### src/rtl/decode_stage_if.sv
// Fetch/execute-facing bus of decode_stage: fetch handshake in, decoded fields out.
// master = environment (fetch + execute), slave = the decode stage.
interface decode_stage_if #(
    parameter int XLEN = 32
);
    logic            in_valid;
    logic            in_ready;
    logic [31:0]     in_instr;
    logic [XLEN-1:0] in_pc;

    logic            out_ready;
    logic            out_valid;
    logic [4:0]      rs1;
    logic [4:0]      rs2;
    logic [4:0]      rd;
    logic [6:0]      opcode;
    logic [2:0]      func3;
    logic [6:0]      func7;
    logic [XLEN-1:0] imm;
    logic [2:0]      fmt;
    logic            illegal;
    logic [XLEN-1:0] out_pc;
    logic            stall;

    modport master (
        output in_valid, in_instr, in_pc, out_ready,
        input  in_ready, out_valid, rs1, rs2, rd, opcode, func3, func7,
               imm, fmt, illegal, out_pc, stall
    );

    modport slave (
        input  in_valid, in_instr, in_pc, out_ready,
        output in_ready, out_valid, rs1, rs2, rd, opcode, func3, func7,
               imm, fmt, illegal, out_pc, stall
    );
endinterface

### src/rtl/decode_stage.sv
// RV32 decode stage: format classification, immediate generation and a RAW tracker that inserts bubbles.
// Define DECODE_FORWARDING_EN to stall only on load-use (entry 0); default is full interlock.
module decode_stage #(
    parameter int              XLEN         = 32,
    parameter logic [XLEN-1:0] RESET_PC     = XLEN'(32'h0040_0000),
    parameter int              HAZARD_DEPTH = 2
) (
    input  logic          clock,
    input  logic          reset,
    input  logic          flush,
    decode_stage_if.slave bus
);

    typedef enum logic [2:0] {
        FMT_R    = 3'd0,
        FMT_I    = 3'd1,
        FMT_S    = 3'd2,
        FMT_B    = 3'd3,
        FMT_U    = 3'd4,
        FMT_J    = 3'd5,
        FMT_NONE = 3'd7
    } fmt_e;

    typedef struct packed {
        logic [4:0]      rs1;
        logic [4:0]      rs2;
        logic [4:0]      rd;
        logic [6:0]      opcode;
        logic [2:0]      func3;
        logic [6:0]      func7;
        logic [XLEN-1:0] imm;
        fmt_e            fmt;
        logic            illegal;
    } dec_t;

    typedef struct packed {
        logic       valid;
        logic [4:0] rd;
        logic       is_load;
    } trk_t;

    dec_t                     out_q, out_d;
    logic                     out_valid_q;
    logic [XLEN-1:0]          out_pc_q;
    trk_t [HAZARD_DEPTH-1:0]  trk_q;
    trk_t                     trk_d;

    logic [31:0] instr;
    logic [6:0]  opc;
    logic [4:0]  src1, src2, dst;
    fmt_e        fmt;
    logic        is_load;
    logic [31:0] imm32;
    logic        uses_rs1, uses_rs2, writes;
    logic        hazard_src, hazard, advance, accept;
    dec_t        dec;

    assign instr = bus.in_instr;
    assign opc   = instr[6:0];
    assign src1  = instr[19:15];
    assign src2  = instr[24:20];
    assign dst   = instr[11:7];

    // NOTE: every signal written in an always_comb gets a default first so no path can infer a latch.
    always_comb begin
        fmt     = FMT_NONE;
        is_load = 1'b0;
        case (opc)
            7'b0110011:                         fmt = FMT_R;
            7'b0010011, 7'b1100111:             fmt = FMT_I;
            7'b0000011: begin                   fmt = FMT_I; is_load = 1'b1; end
            7'b0100011:                         fmt = FMT_S;
            7'b1100011:                         fmt = FMT_B;
            7'b0110111, 7'b0010111:             fmt = FMT_U;
            7'b1101111:                         fmt = FMT_J;
            default:                            fmt = FMT_NONE;
        endcase
    end

    always_comb begin
        imm32 = '0;
        case (fmt)
            FMT_I:   imm32 = {{20{instr[31]}}, instr[31:20]};
            FMT_S:   imm32 = {{20{instr[31]}}, instr[31:25], instr[11:7]};
            FMT_B:   imm32 = {{19{instr[31]}}, instr[31], instr[7], instr[30:25], instr[11:8], 1'b0};
            FMT_U:   imm32 = {instr[31:12], 12'b0};
            FMT_J:   imm32 = {{11{instr[31]}}, instr[31], instr[19:12], instr[20], instr[30:21], 1'b0};
            default: imm32 = '0;
        endcase
    end

    assign uses_rs1 = fmt inside {FMT_R, FMT_I, FMT_S, FMT_B};
    assign uses_rs2 = fmt inside {FMT_R, FMT_S, FMT_B};
    assign writes   = (fmt inside {FMT_R, FMT_I, FMT_U, FMT_J}) && (dst != 5'd0);

    function automatic logic reads_reg(input logic [4:0] r);
        return (uses_rs1 && src1 != 5'd0 && src1 == r) ||
               (uses_rs2 && src2 != 5'd0 && src2 == r);
    endfunction

    always_comb begin
        hazard_src = 1'b0;
`ifdef DECODE_FORWARDING_EN
        // ALU results are forwarded; only a load in the newest slot cannot be.
        if (trk_q[0].valid && trk_q[0].is_load && reads_reg(trk_q[0].rd))
            hazard_src = 1'b1;
`else
        for (int i = 0; i < HAZARD_DEPTH; i++) begin
            if (trk_q[i].valid && reads_reg(trk_q[i].rd))
                hazard_src = 1'b1;
        end
`endif
    end

    assign hazard  = bus.in_valid & hazard_src;
    assign advance = !out_valid_q | bus.out_ready;
    assign accept  = bus.in_valid & bus.in_ready;

    assign bus.in_ready = !flush & advance & !hazard;
    assign bus.stall    = bus.in_valid & advance & hazard;

    always_comb begin
        dec         = '0;
        dec.rs1     = src1;
        dec.rs2     = src2;
        dec.rd      = dst;
        dec.opcode  = opc;
        dec.func3   = instr[14:12];
        dec.func7   = instr[31:25];
        dec.imm     = XLEN'($signed(imm32));
        dec.fmt     = fmt;
        dec.illegal = (fmt == FMT_NONE);

        out_d = accept ? dec : '0;

        trk_d         = '0;
        trk_d.valid   = accept & writes;
        trk_d.rd      = dst;
        trk_d.is_load = is_load;
    end

    // NOTE: sequential state uses non-blocking assignments so every register samples pre-edge values.
    always_ff @(posedge clock or posedge reset) begin
        if (reset) begin
            out_valid_q <= 1'b0;
            out_q       <= '0;
            out_pc_q    <= RESET_PC;
            // NOTE: the tracker is reset like any control state; stale entries would raise false hazards.
            trk_q       <= '0;
        end else if (flush) begin
            out_valid_q <= 1'b0;
            out_q       <= '0;
            out_pc_q    <= '0;
            trk_q       <= '0;
        end else if (advance) begin
            out_valid_q <= accept;
            out_q       <= out_d;
            if (accept)
                out_pc_q <= bus.in_pc;
            for (int i = HAZARD_DEPTH - 1; i > 0; i--)
                trk_q[i] <= trk_q[i-1];
            trk_q[0] <= trk_d;
        end
    end

    // Entries the active hazard mode never reads still shift; sink them here.
    logic unused_trk;
    assign unused_trk = ^trk_q;

    assign bus.out_valid = out_valid_q;
    assign bus.rs1       = out_q.rs1;
    assign bus.rs2       = out_q.rs2;
    assign bus.rd        = out_q.rd;
    assign bus.opcode    = out_q.opcode;
    assign bus.func3     = out_q.func3;
    assign bus.func7     = out_q.func7;
    assign bus.imm       = out_q.imm;
    assign bus.fmt       = out_q.fmt;
    assign bus.illegal   = out_q.illegal;
    assign bus.out_pc    = out_pc_q;

endmodule

### src/flat_wrapper.sv
// flat-port wrapper written by rule: the top's interface ports become plain ports
module decode_stage_flat 
#(
    parameter int              XLEN         = 32,
    parameter logic [XLEN-1:0] RESET_PC     = XLEN'(32'h0040_0000),
    parameter int              HAZARD_DEPTH = 2
)
  (clock, reset, flush, bus_in_valid, bus_in_instr, bus_in_pc, bus_out_ready, bus_in_ready, bus_out_valid, bus_rs1, bus_rs2, bus_rd, bus_opcode, bus_func3, bus_func7, bus_imm, bus_fmt, bus_illegal, bus_out_pc, bus_stall);
  decode_stage_if #(.XLEN(XLEN)) bus_i ();
  input  logic clock;
  input  logic reset;
  input  logic flush;
  input wire logic [$bits(bus_i.in_valid)-1:0] bus_in_valid;
  input wire logic [$bits(bus_i.in_instr)-1:0] bus_in_instr;
  input wire logic [$bits(bus_i.in_pc)-1:0] bus_in_pc;
  input wire logic [$bits(bus_i.out_ready)-1:0] bus_out_ready;
  output wire logic [$bits(bus_i.in_ready)-1:0] bus_in_ready;
  output wire logic [$bits(bus_i.out_valid)-1:0] bus_out_valid;
  output wire logic [$bits(bus_i.rs1)-1:0] bus_rs1;
  output wire logic [$bits(bus_i.rs2)-1:0] bus_rs2;
  output wire logic [$bits(bus_i.rd)-1:0] bus_rd;
  output wire logic [$bits(bus_i.opcode)-1:0] bus_opcode;
  output wire logic [$bits(bus_i.func3)-1:0] bus_func3;
  output wire logic [$bits(bus_i.func7)-1:0] bus_func7;
  output wire logic [$bits(bus_i.imm)-1:0] bus_imm;
  output wire logic [$bits(bus_i.fmt)-1:0] bus_fmt;
  output wire logic [$bits(bus_i.illegal)-1:0] bus_illegal;
  output wire logic [$bits(bus_i.out_pc)-1:0] bus_out_pc;
  output wire logic [$bits(bus_i.stall)-1:0] bus_stall;
  assign bus_i.in_valid = bus_in_valid;
  assign bus_i.in_instr = bus_in_instr;
  assign bus_i.in_pc = bus_in_pc;
  assign bus_i.out_ready = bus_out_ready;
  assign bus_in_ready = bus_i.in_ready;
  assign bus_out_valid = bus_i.out_valid;
  assign bus_rs1 = bus_i.rs1;
  assign bus_rs2 = bus_i.rs2;
  assign bus_rd = bus_i.rd;
  assign bus_opcode = bus_i.opcode;
  assign bus_func3 = bus_i.func3;
  assign bus_func7 = bus_i.func7;
  assign bus_imm = bus_i.imm;
  assign bus_fmt = bus_i.fmt;
  assign bus_illegal = bus_i.illegal;
  assign bus_out_pc = bus_i.out_pc;
  assign bus_stall = bus_i.stall;
  decode_stage #(.XLEN(XLEN), .RESET_PC(RESET_PC), .HAZARD_DEPTH(HAZARD_DEPTH)) u_core (.clock(clock), .reset(reset), .flush(flush), .bus(bus_i));
endmodule
### config.mk
export PLATFORM = sky130hd
export DESIGN_NAME = decode_stage_flat
export DESIGN_NICKNAME = d
export VERILOG_FILES = /design/src/rtl/decode_stage_if.sv /design/src/rtl/decode_stage.sv /design/src/flat_wrapper.sv
export SDC_FILE = /design/constraint.sdc
export NUM_CORES = 1
export LEC_CHECK = 0
export ABC_CLOCK_PERIOD_IN_PS = 4370
export BUFFER_PORTS_ARGS = -buffer_cell sky130_fd_sc_hd__buf_2
export CORE_MARGIN = 3
export CORE_UTILIZATION = 35
export CTS_CLUSTER_SIZE = 28
export DETAILED_ROUTE_END_ITERATION = 8
export PLACE_DENSITY_LB_ADDON = 0.12
export SETUP_SLACK_MARGIN = 0.5
export SYNTH_ARGS = -nofsm -noshare
export SYNTH_HDL_FRONTEND = slang
export SYNTH_SLANG_ARGS = --single-unit
### constraint.sdc
create_clock -name clock -period 4.37 [get_ports clock]
set_clock_uncertainty 0.1 [all_clocks]
set_input_delay 0.2185 -clock clock [delete_from_list [all_inputs] [get_ports clock]]
set_output_delay 0.2185 -clock clock [all_outputs]
set_load 0.05 [all_outputs]
==> results of run 1 <==
[state kept, by name, indices dropped and copies added (netlist names)]
register / count
u_core.bus.func3: 3
u_core.trk_q: 12
u_core.bus.imm: 32
u_core.bus.out_pc: 32
u_core.bus.illegal: 1
u_core.bus.out_valid: 1
u_core.bus.func7: 7
u_core.bus.opcode: 7
u_core.bus.rs1: 5
u_core.bus.fmt: 3
u_core.bus.rd: 5
u_core.bus.rs2: 5
[layout make-up]
| class | count | area, µm² |
|---|---|---|
| multi-input combinational | 305 | 2112 |
| clock buffer | 27 | 513.0 |
| inverter | 4 | 17.52 |
| clock inverter | 5 | 50.05 |
| fill | 1291 | 6914 |
| tap | 180 | 225.2 |
| sequential | 113 | 2829 |
| timing repair buffer | 225 | 1381 |
[cell families (layout without fill, tap and decap cells)]
family | after synthesis | after routing | synth area share, %
muxes | 32 | 32 | 7.064
DFF | 113 | 113 | 55.46
AOI/OAI and AO/OA | 133 | 133 | 18.30
buffers and inverters | 36 | 261 | 3.287
and+or+nand+nor | 118 | 118 | 12.04
adders and majority gates | 1 | 1 | 0.2452
xor gates and xnor gates | 21 | 21 | 3.606
[stage by stage]
| stage | power [W] | hold WS, ps | cell area [µm²] | instances |
|---|---|---|---|---|
| 6_report | 0.002858 | 19.67 | 7128 | 859 |
| 5_1_grt | 0.002978 | 22.41 | 7128 | 859 |
| 4_1_cts | 0.002896 | 1.259 | 7128 | 859 |
| 3_5_place_dp | 0.001546 | 324.0 | 6085 | 779 |
| 3_3_place_gp | 0.001541 | 312.4 | 6085 | 779 |
| 2_1_floorplan | 0.001419 | 250.2 | 5101 | 454 |
[worst min-delay path by stage]
stage	endpoint	startpoint
after CTS	u_core.bus.opcode[1]	bus_in_instr[1]
final	u_core.bus.opcode[1]	bus_in_instr[1]
after detailed placement	u_core.bus.rs1[1]	reset
after global placement	u_core.bus.rs1[1]	reset
after floorplan	u_core.bus.out_pc[18]	bus_in_pc[18]
after global routing	u_core.bus.opcode[1]	bus_in_instr[1]
[synthesized netlist by cell type, types with 3 or more instances]
master,instances
clkbuf_2,3
inv_1,4
nand2_1,48
buf_2,5
a21oi_1,21
dfrtp_1,112
a22o_1,43
o21ai_0,42
nor2_1,11
clkbuf_1,21
xnor2_1,21
nor2b_1,35
mux2_2,30
buf_6,3
nand2b_1,3
nand4_1,5
a22oi_1,5
nor3_1,5
[power by group]
part           internal (W)  switching [W]  total, W
clock              0.000852       0.000448   0.00130
sequential          0.00109      0.0000267   0.00112
combinational      0.000149       0.000289  0.000438
[cells in the final DEF, fill, tap and decap left out, types with 2 or more instances in the layout]
master,Yosys,routed
clkbuf_8,0,5
a21o_1,2,2
nand2_1,48,48
xnor2_1,21,21
nor3_1,5,5
o21ai_0,42,42
nand3_1,2,2
o21a_1,2,2
mux2_1,2,2
dfrtp_1,112,112
clkbuf_16,0,17
clkinv_2,0,4
clkbuf_1,21,5
nand4_1,5,5
o22ai_1,2,2
nand2b_1,3,3
nor2_1,11,11
a32o_1,2,2
a22o_1,43,43
buf_4,0,6
inv_1,4,3
nand4b_1,2,2
buf_2,5,171
a21oi_1,21,21
mux2_2,30,30
nor2b_1,35,34
a22oi_1,5,5
dlygate4sd3_1,0,48
[worst max-delay path: cells and delay by family]
kind | cells | cell delay, ps
buf+inv | 4 | 1110
simple gates | 5 | 1070
fa+ha+maj | 1 | 300
compound gates | 2 | 550
[routing by layer]
metal / part of all wire, % / global-route usage (%) / vias up
li1: - / - / 2039
met1: 41 / 24.38 / 2175
met2: 49 / 30.45 / 146
met3: 7.4 / 6.400 / 25
met4: 2.2 / 7.760 / 0
met5: 0 / 0 / -
[what timing repair did]
action,CTS,global route
resized for setup,0,0
hold buffers,48,0
endpoints found under the hold margin,114,0
==> flow_summary.toml, run 1 <==
[status]
outcome = "completed"

[sta]
fin_crit_ps = 3582
setup_viol = 0
worst_slew_pin_slew_ps = 858.8
timing.fmax_ghz = 0.2792
worst_slack_ps = 788.2
slew_headroom_pct = 42.54
hold_violations = 0
grt_setup_unrepaired = "no"
setup_tns_ps = 0
finalCritPeriodShare_pct = 81.96
slew_viol_final = 0

[synth]
ys_ff_latch = 113
synth_edf_count = 0
netlist_area_um2 = 5101
synth_warnings = 0
synth_cell_types = 48
synth_area_leader_cell = "dfrtp_1"
synth_async_sr_flop_share_pct = 100.0
syn-num-nets = 524
synth.area.top_cells = "dfrtp_1 55%, a22o_1 7.4%, mux2_2 6.6%"
synthDominantCellAreaShare_pct = 54.94
syn_area_per_cell_um2 = 11.24
synthFlopType = "dfrtp_1"
syn_inst = 454
yosysSeqAreaShare_pct = 55.46

[drt]
postRouteAntennaNets = 0
avgRoutedWirePerCell_um = 17.66
drt_iter0_drc = 271
drt_wl_total_um = 15170
firstDrtPassIters = 4
via_count = 4385
via_per_inst = 5.105
drc = 0

[setup_path]
critPathMaxFanout = 7
critPathCapture = "bus_in_ready"
path_class = "input pin to primary output"
cp-start-kind = "input pin"
worstPathCellList = "dlygate4sd3_1 > buf_2 > nand2b_1 > nor3_1 > inv_1 > ha_1 > nand3_1 > nand4_1 > o211ai_2 > a21oi_1 > nor3_1 > buf_2"
setup.worst_path.start = "bus_in_instr[4]"
slowest_stage = "dlygate4sd3_1"
timing.rr.end = "u_core.bus.out_pc[27]"
critPathMaxStageDelay_ps = 530
critPathRequiredTime_ps = 4050
r2r_start = "u_core.trk_q[3]"
crit_path_end_kind = "primary output"
arrival_ps = 3260
ff2ff_setup_slack_ps = 1940
rr_worst_depth = 7

[layout]
final_nets = 736
diodes = 0
drive_gt1_share_pct = 35.94
utilization_pct = 50.76
area_delta_synth_final_pct = 39.74

[floorplan]
num_rows = 43
die_x_um = 126.7
ios = 172
die_h_um = 126.7
core-area_um2 = 14040
start_util_pct = 36.33
die-area_um2 = 16060

[clock_tree]
clkLatencyLatePin_ps = 410
cts_buffers = 17
htreeDepth = 4
clock-sinks = 113
cts_tree = "built"
ctsRootBufferMaster = "clkbuf_16"
clockBufferDepth = 2
clk_pin_slew_worst_paths_ps = 50
post-cts-setup-buffers = 0

[placed_design]
place_ws_ps = 1219
dp_hpwl_um = 10330
io_buffers = 171
gp_congestion = 0.8428

[global_routing]
grt_pass1_wl_um = 24050
grt_pass1_vias = 4507
antenna_found_initial = 0
overflow = 0
grt_usage_pct = 19.26
grt_max_degree = 64

[power_and_ir_drop]
powerDensity_nw_per_um2 = 401.0
cellLeakagePower_nw = 3.546
vdd_ir_drop_max_mv = 0.2680

[hold_path]
whs_path_depth = 2
hp-class = "input pin to register"

[job]
drv_cap = 0
No activity file was read; power rests on OpenSTA's default activity.
==> run 2, diff against run 1 <==
Settings changed: ABC_CLOCK_PERIOD_IN_PS 4370 to 3600.
Clock period 4.37 ns to 3.6 ns, I/O delays scaled along.
==> flow_summary.toml, run 2 (synthesis gave the netlist of run 1 again) <==
[status]
outcome = "completed"

[sta]
setup_viol = 0
finalCritPeriodShare_pct = 80.69
setup_tns_ps = 0
worst_slack_ps = 695.1
hold_violations = 0
worst_slew_pin_slew_ps = 994.2
slew_headroom_pct = 33.48
hold_ws_ps = 13.84
grt_setup_unrepaired = "no"
timing.fmax_ghz = 0.3442
slew_viol_final = 0
fin_crit_ps = 2905

[setup_path]
critPathMaxFanout = 10
path_class = "input pin to primary output"
cp-start-kind = "input pin"
critPathRequiredTime_ps = 3320
crit_path_end_kind = "primary output"
arrival_ps = 2620

[drt]
firstDrtPassIters = 4
via_count = 4362
postRouteAntennaNets = 0
via_per_inst = 5.008
drc = 0
drt_iter0_drc = 311
avgRoutedWirePerCell_um = 17.43
drt_wl_total_um = 15180

[layout]
final_common_cell = "buf_2"
mostFrequentLayoutCells = "171 x buf_2, 112 x dfrtp_1, 57 x dlygate4sd3_1, 48 x nand2_1, 43 x a22o_1"
area_delta_synth_final_pct = 42.29
drive_gt1_share_pct = 35.75
stdcell_count = 871
fillers = 1295
final_nets = 748
diodes = 0

[clock_tree]
cts_buffers = 17
clk_pin_slew_worst_paths_ps = 50
clockBufferDepth = 2
clock-sinks = 113
htreeDepth = 4
cts_tree = "built"
ctsRootBufferMaster = "clkbuf_16"
clkLatencyLatePin_ps = 410
post-cts-setup-buffers = 0

[placed_design]
gp_congestion = 0.8387
place_ws_ps = 461.9
dp_hpwl_um = 10290
dp.cells = 782
io_buffers = 171

[global_routing]
overflow = 0
grt_pass1_wl_um = 24300
antenna_found_initial = 0
grt_max_degree = 82
grt_pass1_vias = 4603
grt_usage_pct = 19.25

[floorplan]
core-area_um2 = 14040
die-area_um2 = 16060
num_rows = 43
start_util_pct = 36.33
die_x_um = 126.7
ios = 172
die_h_um = 126.7

[power_and_ir_drop]
power_w = 0.003493
vdd_ir_drop_max_mv = 0.2759
cellLeakagePower_nw = 3.592
powerDensity_nw_per_um2 = 481.2

[hold_path]
hp-class = "input pin to register"

[job]
drv_cap = 0
-- run 2: cell count changes in the layout (fill, tap and decap cells not counted) --
| cell | previous run | this run |
|---|---|---|
| clkinvlp_4 | 0 | 1 |
| buf_12 | 0 | 1 |
| nor3_2 | 0 | 1 |
| ha_1 | 1 | 0 |
| ha_2 | 0 | 1 |
| clkbuf_8 | 5 | 2 |
| dlygate4sd3_1 | 48 | 57 |
| inv_4 | 1 | 0 |
| nor3_1 | 5 | 4 |
| bufinv_16 | 1 | 2 |
| buf_4 | 6 | 8 |
| clkbuf_1 | 5 | 7 |
-- run 2: layout make-up --
cell class              count  area [µm²]  share of cell area (%)
flip-flops and latches    113        2829                   38.98
clock buffers              26       479.2                   6.602
inverters                   4       18.77                  0.2586
repair buffers            237        1506                   20.75
well taps                 180       225.2                   3.103
multi-input cells         305        2120                   29.20
clock inverters             6       80.08                   1.103
-- run 2: report_power, final --
group          internal [W]  switching [W]  total [W]
Clock               0.00105       0.000541    0.00159
Combinational      0.000190       0.000352   0.000542
Sequential          0.00133      0.0000325    0.00136
Total               0.00257       0.000926    0.00349
-- run 2: path summary, 6_finish.rpt --
check / from / slack [ps] / cells past startpoint / end
worst max-delay path: bus_in_instr[6] / 700 / 10 / bus_stall
worst min-delay path: bus_in_instr[15] / 10 / 2 / u_core.bus.rs1[0]
worst max register to register: u_core.trk_q[3] / 1110 / 7 / u_core.bus.out_pc[3]
worst min register to register: u_core.bus.imm[14] / 380 / 2 / u_core.bus.imm[14]
max in group asynchronous: reset / 2030 / 4 / u_core.bus.out_pc[3]
min in group asynchronous: reset / 390 / 3 / u_core.bus.rd[4]
-- run 2: worst max-delay path, cell delays in order --
cell and delay (ps):
buf_2 160, and4b_1 220, o2111ai_2 430, ha_2 360, nand3b_1 90, nand4_1 260, o211ai_2 200, a21oi_1 270
nor2b_1 170, buf_2 280
-- run 2: repair_timing --
item / in CTS / in global routing
hold endpoints to repair: 109 / 0
resized for setup: 0 / 1
endpoints found under the setup margin: 0 / 2
hold buffers: 57 / 0
-- run 2: metal layers --
metal	up-vias	part of all wire (%)	global-route usage (%)
li1	2071	-	-
met4	0	2.1	7.003
met1	2126	42	24.29
met2	142	48	30.67
met3	23	7.7	6.695
met5	-	0	0
-- run 2: through the flow --
| stage | area, µm² | util [%] |
|---|---|---|
| after floorplan | 5110 | - |
| after CTS | 7256 | 51.67 |
| final | 7258 | 51.69 |
| after detailed placement | 6126 | 43.62 |
| after global routing | 7258 | 51.69 |
| after global placement | 6126 | 43.62 |
